===== config.mk =====
export PLATFORM = sky130hd
export DESIGN_NAME = seq_unrotator_flat
export DESIGN_NICKNAME = d
export VERILOG_FILES = /design/src/rtl/seq_unrotator_if.sv /design/src/rtl/seq_unrotator.sv /design/src/flat_wrapper.sv
export SDC_FILE = /design/constraint.sdc
export NUM_CORES = 1
export LEC_CHECK = 0
export ABC_AREA = 1
export CAP_MARGIN = 20
export CORE_MARGIN = 1
export CORE_UTILIZATION = 43
export CTS_CLUSTER_DIAMETER = 150
export DETAILED_ROUTE_END_ITERATION = 16
export PLACE_DENSITY = 0.86
export SYNTH_ARGS = -nofsm -noshare
export SYNTH_HDL_FRONTEND = slang
export SYNTH_SLANG_ARGS = --single-unit

===== constraint.sdc =====
create_clock -name clk -period 1.4 [get_ports clk]
set_clock_uncertainty 0.15 [all_clocks]
set_input_delay 0.28 -clock clk [delete_from_list [all_inputs] [get_ports clk]]
set_output_delay 0.28 -clock clk [all_outputs]
set_load 0.005 [all_outputs]

===== src/rtl/seq_unrotator_if.sv =====
// Valid/ready handshake bundle for the rotate-decoder: one input channel
// carrying a rotated word with its rotate parameters, one output channel.
interface seq_unrotator_if #(
  parameter int WIDTH = 8,
  parameter int SHW   = 3
);
  logic             in_valid;
  logic             in_ready;
  logic [WIDTH-1:0] in_data;
  logic [SHW-1:0]   in_shift;
  logic             in_left_rot;
  logic             out_valid;
  logic             out_ready;
  logic [WIDTH-1:0] out_data;

  modport master (
    output in_valid, in_data, in_shift, in_left_rot, out_ready,
    input  in_ready, out_valid, out_data
  );

  modport slave (
    input  in_valid, in_data, in_shift, in_left_rot, out_ready,
    output in_ready, out_valid, out_data
  );
endinterface


===== src/rtl/seq_unrotator.sv =====
// Iterative rotate decoder: undoes an N-position rotate by stepping a single
// 1-bit rotator N times in the opposite direction, one word in flight.
module seq_unrotator #(
  parameter int WIDTH = 8,
  parameter int SHW   = 3
) (
  input  logic                clk,
  input  logic                rst,
  seq_unrotator_if.slave      bus,
  output logic                busy
);

  typedef enum logic [1:0] {S_IDLE, S_ROTATE, S_DONE} state_t;

  state_t           state_q, state_d;
  logic [WIDTH-1:0] work_q, work_d;
  logic [SHW-1:0]   count_q, count_d;
  logic             dir_left_q, dir_left_d;
  logic             out_valid_q, out_valid_d;
  logic [WIDTH-1:0] out_data_q, out_data_d;

  function automatic logic [WIDTH-1:0] rotl1(input logic [WIDTH-1:0] w);
    return {w[WIDTH-2:0], w[WIDTH-1]};
  endfunction

  function automatic logic [WIDTH-1:0] rotr1(input logic [WIDTH-1:0] w);
    return {w[0], w[WIDTH-1:1]};
  endfunction

  always_comb begin
    state_d     = state_q;
    work_d      = work_q;
    count_d     = count_q;
    dir_left_d  = dir_left_q;
    out_valid_d = out_valid_q;
    out_data_d  = out_data_q;
    case (state_q)
      S_IDLE: begin
        if (bus.in_valid) begin
          work_d     = bus.in_data;
          count_d    = bus.in_shift;
          // Decode runs against the original rotate direction.
          dir_left_d = ~bus.in_left_rot;
          state_d    = S_ROTATE;
        end
      end
      S_ROTATE: begin
        if (count_q == '0) begin
          state_d     = S_DONE;
          out_valid_d = 1'b1;
          out_data_d  = work_q;
        end else begin
          work_d  = dir_left_q ? rotl1(work_q) : rotr1(work_q);
          count_d = count_q - SHW'(1);
        end
      end
      S_DONE: begin
        if (bus.out_ready) begin
          out_valid_d = 1'b0;
          state_d     = S_IDLE;
        end
      end
      default: state_d = S_IDLE;
    endcase
  end

  always_ff @(posedge clk) begin
    if (rst) begin
      state_q     <= S_IDLE;
      count_q     <= '0;
      dir_left_q  <= 1'b0;
      out_valid_q <= 1'b0;
      out_data_q  <= '0;
    end else begin
      state_q     <= state_d;
      count_q     <= count_d;
      dir_left_q  <= dir_left_d;
      out_valid_q <= out_valid_d;
      out_data_q  <= out_data_d;
    end
  end

  // Working word is pure datapath; it is always reloaded before use.
  always_ff @(posedge clk) begin
    work_q <= work_d;
  end

  assign bus.in_ready  = (state_q == S_IDLE);
  assign bus.out_valid = out_valid_q;
  assign bus.out_data  = out_data_q;
  assign busy          = (state_q != S_IDLE);

endmodule


===== src/flat_wrapper.sv =====
// flat-port wrapper written by rule: the top's interface ports become plain ports
module seq_unrotator_flat 
#(
  parameter int WIDTH = 8,
  parameter int SHW   = 3
)
  (clk, rst, busy, bus_in_valid, bus_in_data, bus_in_shift, bus_in_left_rot, bus_out_ready, bus_in_ready, bus_out_valid, bus_out_data);
  seq_unrotator_if #(.WIDTH(WIDTH), .SHW(SHW)) bus_i ();
  input  logic clk;
  input  logic rst;
  output logic busy;
  input wire logic [$bits(bus_i.in_valid)-1:0] bus_in_valid;
  input wire logic [$bits(bus_i.in_data)-1:0] bus_in_data;
  input wire logic [$bits(bus_i.in_shift)-1:0] bus_in_shift;
  input wire logic [$bits(bus_i.in_left_rot)-1:0] bus_in_left_rot;
  input wire logic [$bits(bus_i.out_ready)-1:0] bus_out_ready;
  output wire logic [$bits(bus_i.in_ready)-1:0] bus_in_ready;
  output wire logic [$bits(bus_i.out_valid)-1:0] bus_out_valid;
  output wire logic [$bits(bus_i.out_data)-1:0] bus_out_data;
  assign bus_i.in_valid = bus_in_valid;
  assign bus_i.in_data = bus_in_data;
  assign bus_i.in_shift = bus_in_shift;
  assign bus_i.in_left_rot = bus_in_left_rot;
  assign bus_i.out_ready = bus_out_ready;
  assign bus_in_ready = bus_i.in_ready;
  assign bus_out_valid = bus_i.out_valid;
  assign bus_out_data = bus_i.out_data;
  seq_unrotator #(.WIDTH(WIDTH), .SHW(SHW)) u_core (.clk(clk), .rst(rst), .bus(bus_i), .busy(busy));
endmodule

==> results.txt <==
Wire per inst: 14.0 um
Post-Synthesis Cells: 139
# diodes: 0
Post-synth ARST share: 0
Core ar.: 2280 um2
GRT Total Usage: 0.235
Remaining antenna violation count: 0
Req. time, crit path: 0.97 ns
Setup WS pre-CTS: -0.192 ns
Synthesized area per cell: 7.66 um2
Setup CP Type: reg2out
Mapped cell area: 1060 um2
Starting density of the core: 0.468
Vias in the first global route: 1060
Max frequency: 687 MHz
# IOs: 27
Status: complete, but fails checks
Power density over the cells: 1160 nW/um2
Slew Limit Fails: 0
Nets: 208
Die width: 51.8 um
CP Capture Type: output pin
Family with the most delay on the worst path: flip-flops
EDFF count, synth: 8
RSZ-0062 raised after global routing: true
CP Launch Type: register
Sequential area share after synthesis: 0.508
Worst-path clk slew: 0.13 ns
# H-tree levels: 1
Antenna violations before repair: 0
Rel. slew slack: 0.826
Clk buf depth: 2
Most common cell in the netlist: nor2_1
Chip height: 51.8 um
Total chip power: 0.00195 W
Worst setup margin: -0.0562 ns
CTS Root Cell: clkbuf_4
Synth area leaders: dfxtp_1 (28%), edfxtp_1 (23%), nor2_1 (12%), nand2_1 (7.8%), o21ai_0 (7.1%)
Cell taking the most area after synthesis: dfxtp_1
Max cap viols: 0
Finished Layout Cells: 217
Worst skew pair latency: 0.32 ns
Total die area: 2680 um2
Leakage: 0.743 nW
CP bufs+invs: 2
Arrival time worst endpoint: 1.03 ns
Hold WC Path Type: reg2reg
Worst Max-Slew Pin Slew: 0.260 ns
Crit share post-route: 1.04
TritonCTS clock tree: done
First-pass GRT wire length: 4.51 mm
Number of vias per cell: 5.35
Worst-path fanout max: 2
Grt total ovfl: 0
Clock Sinks: 23
Syn_nets: 157
Synth Register Bits: 23
Cts bufs inserted: 3
Setup TNS Final: -0.409 ns
Most used flip-flop cell after synthesis: dfxtp_1
GPL Wtd Cong: 0.825
Peak VDD IR: 0.000882 V
DR vias: 1160
Post-synth top cells: nor2_1 (35), nand2_1 (22), dfxtp_1 (15), o21ai_0 (15), o21ai_1 (12)
Synth unique cells: 18
Layout cells sized above 1: 0.381
Final wirelength: 3.04 mm
Period minus WS final: 1.46 ns
Failing checks: setup timing
Largest net degree at the start of global routing: 15
Final HPWL DP: 1.84 mm
Crit-path slowest cell: dfxtp_2
# rows: 17
YS warnings: 0
Placed cell count: 204
Post-synth top area share: 0.282
Area grow syn2layout: 57.9%
Pre-Repair DR Iteration Count: 4
Core Util, Final: 0.739
Setup Viol. Count Final: 20
Final hold violations: 0
Critical-path cell list: buf_6 > nor2_4 > buf_2
CP max stage delay: 0.35 ns
Starting DRT DRC Count: 72
# DRC: 0
PortBufs: 26
## through the flow
stage	area, um2	hold slack, ns
3_5_place_dp	1440	0.324
2_1_floorplan	1060	0.199
6_report	1680	0.336
5_1_grt	1680	0.363
4_1_cts	1560	0.336
3_3_place_gp	1440	0.297
## cells in the final DEF (no fill, tap or decap), drive strengths merged
cell and n:
clkinvlp 1, clkbuf 3, inv 12, o21ai 27, nor2 37, buf 25
ha 2, dlygate4sd2 9, clkdlybuf4s50 15, nand2 25, edfxtp 8, clkinv 1
dfxtp 15, a21oi 3, nand3 5, nand3b 1
## tightest hold or removal path, stage by stage, from the launching register on
cell and delay [ns]:
dfxtp_2 0.34, nor2_1 0.04, nor2_1 0.08
## final timing paths
path                                              from                      to  slack (ns)  depth (start not counted)
worst max-delay path                 u_core.state_q[1]            bus_in_ready       -0.06                          3
worst min-delay path            u_core.bus.out_data[1]  u_core.bus.out_data[1]        0.34                          2
worst max register to register       u_core.state_q[1]       u_core.count_q[0]       -0.04                          9
worst min register to register  u_core.bus.out_data[1]  u_core.bus.out_data[1]        0.34                          2
## metal layers
| metal | track usage | part of all wire |
|---|---|---|
| met1 | 0.261 | 0.36 |
| met2 | 0.403 | 0.51 |
| met3 | 0.0556 | 0.085 |
| met4 | 0.144 | 0.045 |
| met5 | 0 | 0 |
## timing repair
item	4_1_cts	5_1_grt
cloned	2	0
pin swaps	7	19
gates resized for setup	51	32
hold buffers	0	0
endpoints found under the setup margin	34	29
buffers inserted	4	3
## final cells by class
cell class | count | area [um2]
Clock buffer | 3 | 22.5
Clock inverter | 1 | 7.51
Fill cell | 138 | 594
Inverter | 13 | 53.8
Multi-Input combinational cell | 100 | 563
Sequential cell | 23 | 556
Tap cell | 28 | 35.0
Timing Repair Buffer | 49 | 444
## power breakdown
| group | total [W] | switching [W] | leakage, nW | internal (W) |
|---|---|---|---|---|
| combinational | 0.000724 | 0.000375 | 0.523 | 0.000349 |
| clock | 0.000326 | 0.000216 | 0.0139 | 0.000109 |
| sequential | 0.000900 | 0.0000820 | 0.206 | 0.000818 |
| total | 0.00195 | 0.000673 | 0.743 | 0.00128 |
## sequential cells by signal, indices dropped and copies added (netlist names)
name and cells:
u_core.bus.out_valid 1, u_core.state_q 2, u_core.work_q 8, u_core.count_q 3, u_core.bus.out_data 8, u_core.dir_left_q 1
## kinds of logic after synthesis
kind of cell             Yosys count  synth area share
AO/OA/AOI/OAI                     30             0.141
adder cells (fa/ha/maj)            2            0.0235
buffers and inverters             17            0.0729
flip-flops                        23             0.508
AND/OR/NAND/NOR                   67             0.255
No activity file was read; power rests on OpenSTA's default activity.
